**src/rtl/mem_port_arbiter_if.sv**
```systemverilog
// Purpose: bundles the IF requester, DM requester and memory-side signals of mem_port_arbiter.
// Latency: none; wires only.
// Backpressure: requesters hold *_req until their *_ready pulse; the arbiter never accepts early.
//
// Ports (signals):
//   IF  : if_req, if_addr -> arbiter; if_rdata, if_ready <- arbiter
//   DM  : dm_req, dm_we, dm_addr, dm_wdata -> arbiter; dm_rdata, dm_ready <- arbiter
//   MEM : mem_we, mem_addr, mem_wdata <- arbiter; mem_rdata -> arbiter
//   busy: arbiter is in an access (BUSY or RESP)
// Modports: master = requesters + memory (the environment), slave = arbiter.
interface mem_port_arbiter_if #(
    parameter int ADDR_W = 32
);
    logic              if_req;
    logic [ADDR_W-1:0] if_addr;
    logic [31:0]       if_rdata;
    logic              if_ready;

    logic              dm_req;
    logic              dm_we;
    logic [ADDR_W-1:0] dm_addr;
    logic [31:0]       dm_wdata;
    logic [31:0]       dm_rdata;
    logic              dm_ready;

    logic              mem_we;
    logic [ADDR_W-1:0] mem_addr;
    logic [31:0]       mem_wdata;
    logic [31:0]       mem_rdata;

    logic              busy;

    modport master (
        output if_req, if_addr,
        output dm_req, dm_we, dm_addr, dm_wdata,
        output mem_rdata,
        input  if_rdata, if_ready,
        input  dm_rdata, dm_ready,
        input  mem_we, mem_addr, mem_wdata,
        input  busy
    );

    modport slave (
        input  if_req, if_addr,
        input  dm_req, dm_we, dm_addr, dm_wdata,
        input  mem_rdata,
        output if_rdata, if_ready,
        output dm_rdata, dm_ready,
        output mem_we, mem_addr, mem_wdata,
        output busy
    );
endinterface

```
**src/rtl/mem_port_arbiter.sv**
```systemverilog
// Purpose: shares one single-port word memory between the IF and DM ports, DM priority, IF starvation bounded.
// Latency: grant edge -> ready pulse after MEM_LATENCY+1 edges; each access occupies MEM_LATENCY+2 cycles.
// Backpressure: requests are level and held until ready; requests arriving in BUSY/RESP wait for IDLE.
//
// Ports:
//   ref_clk : rising-edge clock
//   rst     : synchronous active-high reset; abandons any access in flight without a ready pulse
//   bus     : mem_port_arbiter_if.slave (IF/DM request side and memory side, see interface)
// Parameters: MEM_LATENCY (1..8), STARVE_LIMIT (max DM grants in a row while IF waits), ADDR_W.
module mem_port_arbiter #(
    parameter int MEM_LATENCY  = 1,
    parameter int STARVE_LIMIT = 4,
    parameter int ADDR_W       = 32
) (
    input  logic              ref_clk,
    input  logic              rst,
    mem_port_arbiter_if.slave bus
);

    localparam int CNT_W    = (MEM_LATENCY > 1) ? $clog2(MEM_LATENCY) : 1;
    localparam int STREAK_W = (STARVE_LIMIT > 0) ? $clog2(STARVE_LIMIT + 1) : 1;

    localparam logic [CNT_W-1:0]    LAT_LOAD   = CNT_W'(MEM_LATENCY - 1);
    localparam logic [STREAK_W-1:0] STREAK_MAX = STREAK_W'(STARVE_LIMIT);

    typedef enum logic [1:0] {
        IDLE = 2'd0,
        BUSY = 2'd1,
        RESP = 2'd2
    } state_t;

    typedef enum logic {
        OWN_IF = 1'b0,
        OWN_DM = 1'b1
    } owner_t;

    state_t              state,    stateNxt;
    owner_t              owner,    ownerNxt;
    logic [CNT_W-1:0]    latCnt,   latCntNxt;
    logic [STREAK_W-1:0] dmStreak, dmStreakNxt;
    logic                memWe,    memWeNxt;
    logic [ADDR_W-1:0]   memAddr,  memAddrNxt;
    logic [31:0]         memWdata, memWdataNxt;
    logic [31:0]         ifRdata,  ifRdataNxt;
    logic [31:0]         dmRdata,  dmRdataNxt;
    logic                ifReady,  ifReadyNxt;
    logic                dmReady,  dmReadyNxt;
    logic                busyReg,  busyNxt;
    logic                grantIf;

    // Next-state and next-output logic. Every output is a register, so this
    // block only computes the values loaded at the coming edge.
    always_comb begin
        stateNxt    = state;
        ownerNxt    = owner;
        latCntNxt   = latCnt;
        dmStreakNxt = dmStreak;
        memWeNxt    = 1'b0;          // write strobe lasts only the first BUSY cycle
        memAddrNxt  = memAddr;
        memWdataNxt = memWdata;
        ifRdataNxt  = ifRdata;
        dmRdataNxt  = dmRdata;
        ifReadyNxt  = 1'b0;          // ready is a single-cycle pulse
        dmReadyNxt  = 1'b0;
        busyNxt     = busyReg;
        grantIf     = 1'b0;

        case (state)
            IDLE: begin
                // IF wins only when DM is idle or DM has used up its streak
                // while IF was waiting.
                grantIf = bus.if_req && (!bus.dm_req || (dmStreak == STREAK_MAX));
                if (bus.if_req || bus.dm_req) begin
                    stateNxt  = BUSY;
                    busyNxt   = 1'b1;
                    latCntNxt = LAT_LOAD;
                    if (grantIf) begin
                        ownerNxt    = OWN_IF;
                        memAddrNxt  = bus.if_addr;
                        memWdataNxt = '0;
                        memWeNxt    = 1'b0;
                        dmStreakNxt = '0;
                    end else begin
                        ownerNxt    = OWN_DM;
                        memAddrNxt  = bus.dm_addr;
                        memWdataNxt = bus.dm_wdata;
                        memWeNxt    = bus.dm_we;
                        if (bus.if_req) begin
                            if (dmStreak != STREAK_MAX) begin
                                dmStreakNxt = dmStreak + 1'b1;
                            end
                        end else begin
                            dmStreakNxt = '0;
                        end
                    end
                end
            end

            BUSY: begin
                if (latCnt != '0) begin
                    latCntNxt = latCnt - 1'b1;
                end else begin
                    // Stores capture too; the value is meaningless but harmless.
                    stateNxt = RESP;
                    if (owner == OWN_IF) begin
                        ifRdataNxt = bus.mem_rdata;
                        ifReadyNxt = 1'b1;
                    end else begin
                        dmRdataNxt = bus.mem_rdata;
                        dmReadyNxt = 1'b1;
                    end
                end
            end

            RESP: begin
                // Requests are ignored here; the requester drops req this cycle.
                stateNxt = IDLE;
                busyNxt  = 1'b0;
            end

            default: begin
                stateNxt = IDLE;
                busyNxt  = 1'b0;
            end
        endcase
    end

    always_ff @(posedge ref_clk) begin
        if (rst) begin
            state    <= IDLE;
            owner    <= OWN_IF;
            latCnt   <= '0;
            dmStreak <= '0;
            memWe    <= 1'b0;
            memAddr  <= '0;
            memWdata <= '0;
            ifRdata  <= '0;
            dmRdata  <= '0;
            ifReady  <= 1'b0;
            dmReady  <= 1'b0;
            busyReg  <= 1'b0;
        end else begin
            state    <= stateNxt;
            owner    <= ownerNxt;
            latCnt   <= latCntNxt;
            dmStreak <= dmStreakNxt;
            memWe    <= memWeNxt;
            memAddr  <= memAddrNxt;
            memWdata <= memWdataNxt;
            ifRdata  <= ifRdataNxt;
            dmRdata  <= dmRdataNxt;
            ifReady  <= ifReadyNxt;
            dmReady  <= dmReadyNxt;
            busyReg  <= busyNxt;
        end
    end

    assign bus.mem_we    = memWe;
    assign bus.mem_addr  = memAddr;
    assign bus.mem_wdata = memWdata;
    assign bus.if_rdata  = ifRdata;
    assign bus.if_ready  = ifReady;
    assign bus.dm_rdata  = dmRdata;
    assign bus.dm_ready  = dmReady;
    assign bus.busy      = busyReg;

endmodule
```
**src/flat_wrapper.sv**
```systemverilog
// flat-port wrapper written by rule: the top's interface ports become plain ports
module mem_port_arbiter_flat 
#(
    parameter int MEM_LATENCY  = 1,
    parameter int STARVE_LIMIT = 4,
    parameter int ADDR_W       = 32
)
  (ref_clk, rst, bus_if_req, bus_if_addr, bus_dm_req, bus_dm_we, bus_dm_addr, bus_dm_wdata, bus_mem_rdata, bus_if_rdata, bus_if_ready, bus_dm_rdata, bus_dm_ready, bus_mem_we, bus_mem_addr, bus_mem_wdata, bus_busy);
  mem_port_arbiter_if #(.ADDR_W(ADDR_W)) bus_i ();
  input  logic ref_clk;
  input  logic rst;
  input wire logic [$bits(bus_i.if_req)-1:0] bus_if_req;
  input wire logic [$bits(bus_i.if_addr)-1:0] bus_if_addr;
  input wire logic [$bits(bus_i.dm_req)-1:0] bus_dm_req;
  input wire logic [$bits(bus_i.dm_we)-1:0] bus_dm_we;
  input wire logic [$bits(bus_i.dm_addr)-1:0] bus_dm_addr;
  input wire logic [$bits(bus_i.dm_wdata)-1:0] bus_dm_wdata;
  input wire logic [$bits(bus_i.mem_rdata)-1:0] bus_mem_rdata;
  output wire logic [$bits(bus_i.if_rdata)-1:0] bus_if_rdata;
  output wire logic [$bits(bus_i.if_ready)-1:0] bus_if_ready;
  output wire logic [$bits(bus_i.dm_rdata)-1:0] bus_dm_rdata;
  output wire logic [$bits(bus_i.dm_ready)-1:0] bus_dm_ready;
  output wire logic [$bits(bus_i.mem_we)-1:0] bus_mem_we;
  output wire logic [$bits(bus_i.mem_addr)-1:0] bus_mem_addr;
  output wire logic [$bits(bus_i.mem_wdata)-1:0] bus_mem_wdata;
  output wire logic [$bits(bus_i.busy)-1:0] bus_busy;
  assign bus_i.if_req = bus_if_req;
  assign bus_i.if_addr = bus_if_addr;
  assign bus_i.dm_req = bus_dm_req;
  assign bus_i.dm_we = bus_dm_we;
  assign bus_i.dm_addr = bus_dm_addr;
  assign bus_i.dm_wdata = bus_dm_wdata;
  assign bus_i.mem_rdata = bus_mem_rdata;
  assign bus_if_rdata = bus_i.if_rdata;
  assign bus_if_ready = bus_i.if_ready;
  assign bus_dm_rdata = bus_i.dm_rdata;
  assign bus_dm_ready = bus_i.dm_ready;
  assign bus_mem_we = bus_i.mem_we;
  assign bus_mem_addr = bus_i.mem_addr;
  assign bus_mem_wdata = bus_i.mem_wdata;
  assign bus_busy = bus_i.busy;
  mem_port_arbiter #(.MEM_LATENCY(MEM_LATENCY), .STARVE_LIMIT(STARVE_LIMIT), .ADDR_W(ADDR_W)) u_core (.ref_clk(ref_clk), .rst(rst), .bus(bus_i));
endmodule
```
**config.mk**
```make
export PLATFORM = sky130hd
export DESIGN_NAME = mem_port_arbiter_flat
export DESIGN_NICKNAME = d
export VERILOG_FILES = /design/src/rtl/mem_port_arbiter_if.sv /design/src/rtl/mem_port_arbiter.sv /design/src/flat_wrapper.sv
export SDC_FILE = /design/constraint.sdc
export NUM_CORES = 1
export LEC_CHECK = 0
export ABC_AREA = 1
export CAP_MARGIN = 30
export CORE_MARGIN = 5
export CORE_UTILIZATION = 42
export CTS_BUF_LIST = sky130_fd_sc_hd__clkbuf_8
export DETAILED_ROUTE_END_ITERATION = 10
export GPL_TIMING_DRIVEN = 0
export PLACE_DENSITY = 0.82
export SETUP_SLACK_MARGIN = 0.15
export SKIP_CTS_REPAIR_TIMING = 1
export SLEW_MARGIN = 40
export SYNTH_ARGS = -nofsm -noshare
export SYNTH_HDL_FRONTEND = slang
export SYNTH_SLANG_ARGS = --single-unit
```
**constraint.sdc**
```tcl
create_clock -name ref_clk -period 1.55 [get_ports ref_clk]
set_input_delay 0.2325 -clock ref_clk [delete_from_list [all_inputs] [get_ports ref_clk]]
set_output_delay 0.2325 -clock ref_clk [all_outputs]
set_load 0.05 [all_outputs]
```
==> results of run 1 <==
-- stage by stage --
step	util, %	std cells
after detailed placement	64.2	1160
after floorplan	-	721
final	67.7	1208
after CTS	67.4	1191
after global routing	67.7	1208
after global placement	64.2	1160
-- registers in the layout, summed over array words and instances, names as in the netlist --
| register | flops |
|---|---|
| u_core.dmStreak | 3 |
| u_core.bus.mem_wdata | 32 |
| u_core.bus.dm_rdata | 32 |
| u_core.bus.if_ready | 1 |
| u_core.bus.dm_ready | 1 |
| u_core.owner | 1 |
| u_core.bus.busy | 1 |
| u_core.state | 2 |
| u_core.bus.mem_we | 1 |
| u_core.bus.if_rdata | 32 |
| u_core.bus.mem_addr | 32 |
-- synthesized netlist by cell type --
library cell,n,share of area [%]
dfxtp_1,138,49
nand3_1,100,8.9
o21ai_0,95,8.5
nand2_1,76,5.1
nor2_1,70,4.7
inv_1,69,4.6
a21oi_1,68,6.1
buf_2,27,2.4
buf_4,20,2.7
a21boi_0,17,2.3
a21boi_1,15,2.0
buf_6,6,1.2
clkbuf_1,6,0.40
inv_2,3,0.20
ha_1,2,0.45
nand2_4,2,0.40
o21ai_1,2,0.18
inv_4,1,0.11
nand3b_1,1,0.13
nor2_2,1,0.11
nor2_8,1,0.36
nor3_1,1,0.089
-- cells by family after synthesis --
logic type,Yosys count,share of synthesized area (%)
AOI/OAI and AO/OA,197,19.0
adders and majority gates,2,0.446
and+or+nand+nor,252,19.8
DFF,138,49.2
buffers and inverters,132,11.6
-- power by group through the flow --
| stage | logic [mW] | clock network (mW) | registers [mW] |
|---|---|---|---|
| after floorplan | 0.746 | 0 | 5.08 |
| after global placement | 2.88 | 0 | 4.07 |
| after detailed placement | 2.90 | 0 | 4.08 |
| after CTS | 2.91 | 3.22 | 4.00 |
| after global routing | 3.03 | 3.37 | 4.04 |
| final | 2.85 | 3.16 | 4.00 |
-- worst max-delay path by stage --
stage / startpoint / endpoint / slack (ns)
CTS: u_core.bus.mem_addr[26] / bus_mem_addr[26] / -0.34
global placement: bus_if_req / u_core.bus.mem_addr[13] / -0.20
floorplan: u_core.dmStreak[0] / u_core.bus.mem_addr[19] / 0.27
detailed placement: bus_if_req / u_core.bus.mem_addr[27] / -0.25
finish: u_core.bus.mem_addr[24] / bus_mem_addr[24] / 0.12
global route: u_core.bus.mem_addr[24] / bus_mem_addr[24] / 0.06
-- layout make-up --
cell class	count	area, µm²
repair buffers	279	2270
fillers	1118	4250
inverters	73	277
multi-input cells	452	2540
flip-flops and latches	138	2770
well taps	176	220
clock buffers	18	248
plain buffers	59	442
clock inverters	13	175
-- layer usage --
| layer | part of all wire (%) | vias to the layer above | GRT usage, % |
|---|---|---|---|
| li1 | - | 2974 | - |
| met1 | 40 | 2738 | 24.7 |
| met2 | 49 | 242 | 37.7 |
| met3 | 9.1 | 25 | 8.85 |
| met4 | 1.6 | 0 | 6.70 |
| met5 | 0 | - | 0 |
==> run summary, run 1 <==
outcome = complete, no violations
Clock Power Share = 31.6%
max cap viols = 0
DR vias = 5979
total grt overflow = 0
# H-tree levels = 4
Final Power = 10.0 mW
core area = 13200 µm²
cell area after synthesis = 5620 µm²
Reg-to-Reg Start = u_core.dmStreak[1]
fmax = 701 MHz
Post-Synthesis Cells = 721
Crit-path slowest cell = dlymetal6s2s_1
Nets = 1155
synthesized area per cell = 7.79 µm²
die span in y = 126 µm
worst setup margin = 0.122 ns
YS warnings = 0
R2R cell count = 10
FP Rows = 42
Gate power share = 28.4%
final hold vios = 0
Worst Hold Depth = 2
clock latency on the worst-skew pair = 0.43 ns
post-route cell area = 8940 µm²
Startpoint Class = flip-flop
drt drc = 0
Via density = 4.95
Slew HR = 60.4%
Worst Path Max Fanout = 2
pin count of the biggest net entering global routing = 17
initial antenna violation count = 0
share of post-route cells with drive strength above 1 = 30.1%
worst slew pin tran = 0.593 ns
CTS tree = built
Setup Skew = 0.00869 ns
Routability Congestion = 0.812
Initial Util = 42.6%
critical path cell sequence = dlymetal6s2s_1
CTS Buffer Depth = 2
internal power = 6.57 mW
hold path startpoint = rst
switching share of power = 34.4%
first-pass GRT wire length = 27900 µm
top cell family by delay on the critical path = buffers and inverters
Layout area overhead = 59.1%
Crit path depth = 1
arrival time worst endpoint = 1.20 ns
Synth Register Bits = 138
Clock Sinks = 138
count of cell types in the netlist = 22
WP buf/inv = 1
most frequent cells in the layout = dfxtp_1, clkbuf_2, clkdlybuf4s50_1, o21ai_0, inv_1
1st-pass router iterations = 4
Initial DRC Count = 271
overall global routing resource usage = 21.8%
die width = 126 µm
setup TNS = 0 ns
IO Pins = 265
Net Sw Power = 3.44 mW
Hold Path End = u_core.dmStreak[2]
worst hold path type = input pin to flip-flop
Setup Slack @ Placement = -0.246 ns
critical path type = flip-flop to output pin
reg2reg end = u_core.bus.mem_addr[13]
DP HPWL = 13700 µm
clk slew on worst S/H paths = 0.07 ns
leak pwr = 3.98 nW
port buffer count = 263
vias in the first global route = 5548
Period minus WS final = 1.43 ns
pwr/cell area = 1120 nW/µm²
Final period util = 92.1%
R2R setup slack = 0.14 ns
required time of the critical path = 1.32 ns
Setup crit end kind = output pin
fin. max-slew vios = 0
VDD IR max = 0.666 mV
RSZ-0062 raised after global routing = yes
# diodes = 0
CTS root buffer = clkbuf_8
post-route ant nets = 0
slowest stage delay, CP = 0.44 ns
Hold WS = 0.0863 ns
register area share after synthesis = 49.2%
Post-DP Area = 8470 µm²
full die area = 15800 µm²
register share of total power = 40.0%
detailed-route wire length per cell = 16.0 µm
Num CTS Buffers = 17
Routed WL = 19300 µm
Setup Viol. Count Final = 0
most common cell after layout, fill and taps aside = dfxtp_1
Syn Nets = 856
Power figures use the tool's default switching activity.
==> inputs of run 2 (changes only) <==
--- a/config.mk
+++ b/config.mk
@@ -19,3 +19,4 @@
 export SYNTH_ARGS = -nofsm -noshare
 export SYNTH_HDL_FRONTEND = slang
 export SYNTH_SLANG_ARGS = --single-unit
+export TNS_END_PERCENT = 10
==> run 2 against run 1 <==
  * Critical path depth unchanged
  * Die area did not move
  * Wire length shrank 5.0%
  * Clock-buffer cell count unchanged
==> run summary, run 2 (synthesis gave the netlist of run 1 again) <==
met1 WL = 7370 µm (was 7790 µm)
Post-DP Area = 8470 µm² (unchanged)
post-layout util = 69.1% (was 67.7%)
pwr/cell area = 1100 nW/µm² (was 1120 nW/µm²)
RSZ-0062 raised after global routing = yes (unchanged)
outcome = complete, no violations (unchanged)
port buffer count = 263 (unchanged)
Routed WL = 18300 µm (was 19300 µm)
Nets = 1139 (was 1155)
fin. max-slew vios = 0 (unchanged)
total grt overflow = 0 (unchanged)
Hold WS = 0.0937 ns (was 0.0863 ns)
max cap viols = 0 (unchanged)
1st-pass router iterations = 5 (was 4)
worst hold path type = input pin to flip-flop (unchanged)
critical path type = flip-flop to output pin (unchanged)
DR vias = 5789 (was 5979)
most common cell after layout, fill and taps aside = dfxtp_1 (unchanged)
share of post-route cells with drive strength above 1 = 11.6% (was 30.1%)
Initial Util = 42.6% (unchanged)
Initial DRC Count = 269 (was 271)
dpl cells = 1160 (unchanged)
top cell family by delay on the critical path = buffers and inverters (unchanged)
Final Non-Filler Cells = 1192 (was 1208)
Gate power share = 28.5% (was 28.4%)
DP HPWL = 13700 µm (unchanged)
Met3 Wirelength = 1770 µm (was 1750 µm)
Worst Hold Depth = 2 (unchanged)
register share of total power = 39.9% (was 40.0%)
R2R setup slack = 0.12 ns (was 0.14 ns)
setup TNS = 0 ns (unchanged)
clk slew on worst S/H paths = 0.08 ns (was 0.07 ns)
hold path startpoint = rst (unchanged)
CTS tree = built (unchanged)
switching share of power = 33.4% (was 34.4%)
Final period util = 93.6% (was 92.1%)
# diodes = 0 (unchanged)
slowest stage delay, CP = 0.45 ns (was 0.44 ns)
met2 routed WL = 8820 µm (was 9440 µm)
Final Power = 10.0 mW (about the same)
full die area = 15800 µm² (unchanged)
WP buf/inv = 1 (unchanged)
Period minus WS final = 1.45 ns (was 1.43 ns)
Clock Power Share = 31.7% (was 31.6%)
most frequent cells in the layout = dfxtp_1, clkdlybuf4s50_1, dlymetal6s2s_1, nand3_1, o21ai_0 (was dfxtp_1, clkbuf_2, clkdlybuf4s50_1, o21ai_0, inv_1)
Via density = 4.86 (was 4.95)
CTS Buffer Depth = 2 (unchanged)
Setup Slack @ Placement = -0.246 ns (unchanged)
Reg-to-Reg Start = u_core.dmStreak[0] (was u_core.dmStreak[1])
post-route ant nets = 0 (unchanged)
CTS root buffer = clkbuf_8 (unchanged)
reg2reg end = u_core.bus.mem_addr[24] (was u_core.bus.mem_addr[13])
detailed-route wire length per cell = 15.4 µm (was 16.0 µm)
required time of the critical path = 1.32 ns (about the same)
Setup Skew = 0.00811 ns (was 0.00869 ns)
VDD IR max = 0.664 mV (was 0.666 mV)
IO Pins = 265 (unchanged)
critical path cell sequence = dlymetal6s2s_1 (unchanged)
R2R cell count = 10 (unchanged)
Worst Path Max Fanout = 2 (unchanged)
arrival time worst endpoint = 1.22 ns (was 1.20 ns)
final hold vios = 0 (unchanged)
clock latency on the worst-skew pair = 0.43 ns (about the same)
FP Rows = 42 (unchanged)
internal power = 6.66 mW (was 6.57 mW)
area of the multi-input gates = 2220 µm² (was 2540 µm²)
worst slew pin tran = 0.560 ns (was 0.593 ns)
# H-tree levels = 4 (unchanged)
overall global routing resource usage = 21.8% (unchanged)
Seq. cell area = 2760 µm² (was 2770 µm²)
Routability Congestion = 0.812 (unchanged)
fmax = 690 MHz (was 701 MHz)
leak pwr = 5.44 nW (was 3.98 nW)
number of fill cells = 1054 (was 1118)
pin count of the biggest net entering global routing = 17 (unchanged)
initial antenna violation count = 0 (unchanged)
Setup crit end kind = output pin (unchanged)
Crit-path slowest cell = dlymetal6s2s_1 (unchanged)
Layout area overhead = 62.2% (was 59.1%)
worst setup margin = 0.0999 ns (was 0.122 ns)
vias in the first global route = 5548 (unchanged)
die span in y = 126 µm (unchanged)
Setup Viol. Count Final = 0 (unchanged)
Startpoint Class = flip-flop (unchanged)
Clock Sinks = 138 (unchanged)
Slew HR = 62.6% (was 60.4%)
Net Sw Power = 3.34 mW (was 3.44 mW)
max layer used = met4 (unchanged)
die width = 126 µm (unchanged)
Hold Path End = u_core.dmStreak[2] (unchanged)
post-route cell area = 9110 µm² (was 8940 µm²)
first-pass GRT wire length = 27900 µm (unchanged)
core area = 13200 µm² (unchanged)
Num CTS Buffers = 17 (unchanged)
drt drc = 0 (unchanged)
run 2: cell count changes in the layout (fill, tap and decap cells not counted), sizes merged:
cell | previous run | this run
buf | 58 | 54
clkbuf | 166 | 45
clkdlybuf4s50 | 130 | 131
dlymetal6s2s | 2 | 111
nand2 | 79 | 78
run 2: worst max path at each step:
stage                     cells after the start                      end  slack, ns                     start
final                                         1        bus_mem_wdata[31]        0.1  u_core.bus.mem_wdata[31]
after global routing                          9  u_core.bus.mem_addr[15]     -0.008        u_core.dmStreak[0]
after CTS                                     1         bus_mem_addr[26]      -0.34   u_core.bus.mem_addr[26]
after detailed placement                      9  u_core.bus.mem_addr[27]      -0.25                bus_if_req
after global placement                        9  u_core.bus.mem_addr[13]      -0.20                bus_if_req
after floorplan                               9  u_core.bus.mem_addr[19]       0.27        u_core.dmStreak[0]
run 2: routing by layer:
metal,up-vias,GRT usage [%]
met4,0,6.70
met3,27,8.85
met2,234,37.7
met1,2603,24.7
li1,2925,-
met5,-,0
run 2: power by group through the flow:
stage	sequential, mW	combinational [mW]	clock, mW
2_1_floorplan	5.08	0.746	0
3_3_place_gp	4.07	2.88	0
3_5_place_dp	4.08	2.90	0
4_1_cts	4.00	2.91	3.22
5_1_grt	4.03	3.03	3.36
6_report	3.99	2.85	3.17
run 2: worst reg2reg max path: stages (launching register included):
cell     delay [ns]
dfxtp_2        0.34
inv_1          0.06
ha_1           0.19
nand2_1        0.08
nand2_2        0.07
buf_6          0.15
buf_6          0.14
nand3_1        0.07
nand2_1        0.06
nor2_1         0.13
nor2_1         0.05
run 2: area by class of cell:
| type | count | share of cell area (%) |
|---|---|---|
| Clock inverter | 13 | 1.92 |
| Clock buffer | 18 | 2.72 |
| Tap cell | 176 | 2.42 |
| Timing Repair Buffer | 264 | 30.9 |
| Sequential cell | 138 | 30.3 |
| Multi-Input combinational cell | 451 | 24.3 |
| Inverter | 73 | 3.04 |
| Buffer | 59 | 4.37 |
==> inputs of run 3 (changes only) <==
--- a/config.mk
+++ b/config.mk
@@ -10,6 +10,7 @@
 export CORE_MARGIN = 5
 export CORE_UTILIZATION = 42
 export CTS_BUF_LIST = sky130_fd_sc_hd__clkbuf_8
+export CTS_CLUSTER_DIAMETER = 120
 export DETAILED_ROUTE_END_ITERATION = 10
 export GPL_TIMING_DRIVEN = 0
 export PLACE_DENSITY = 0.82
==> results of run 3 <==
Final layout, timing and power as in run 2 (identical DEF).
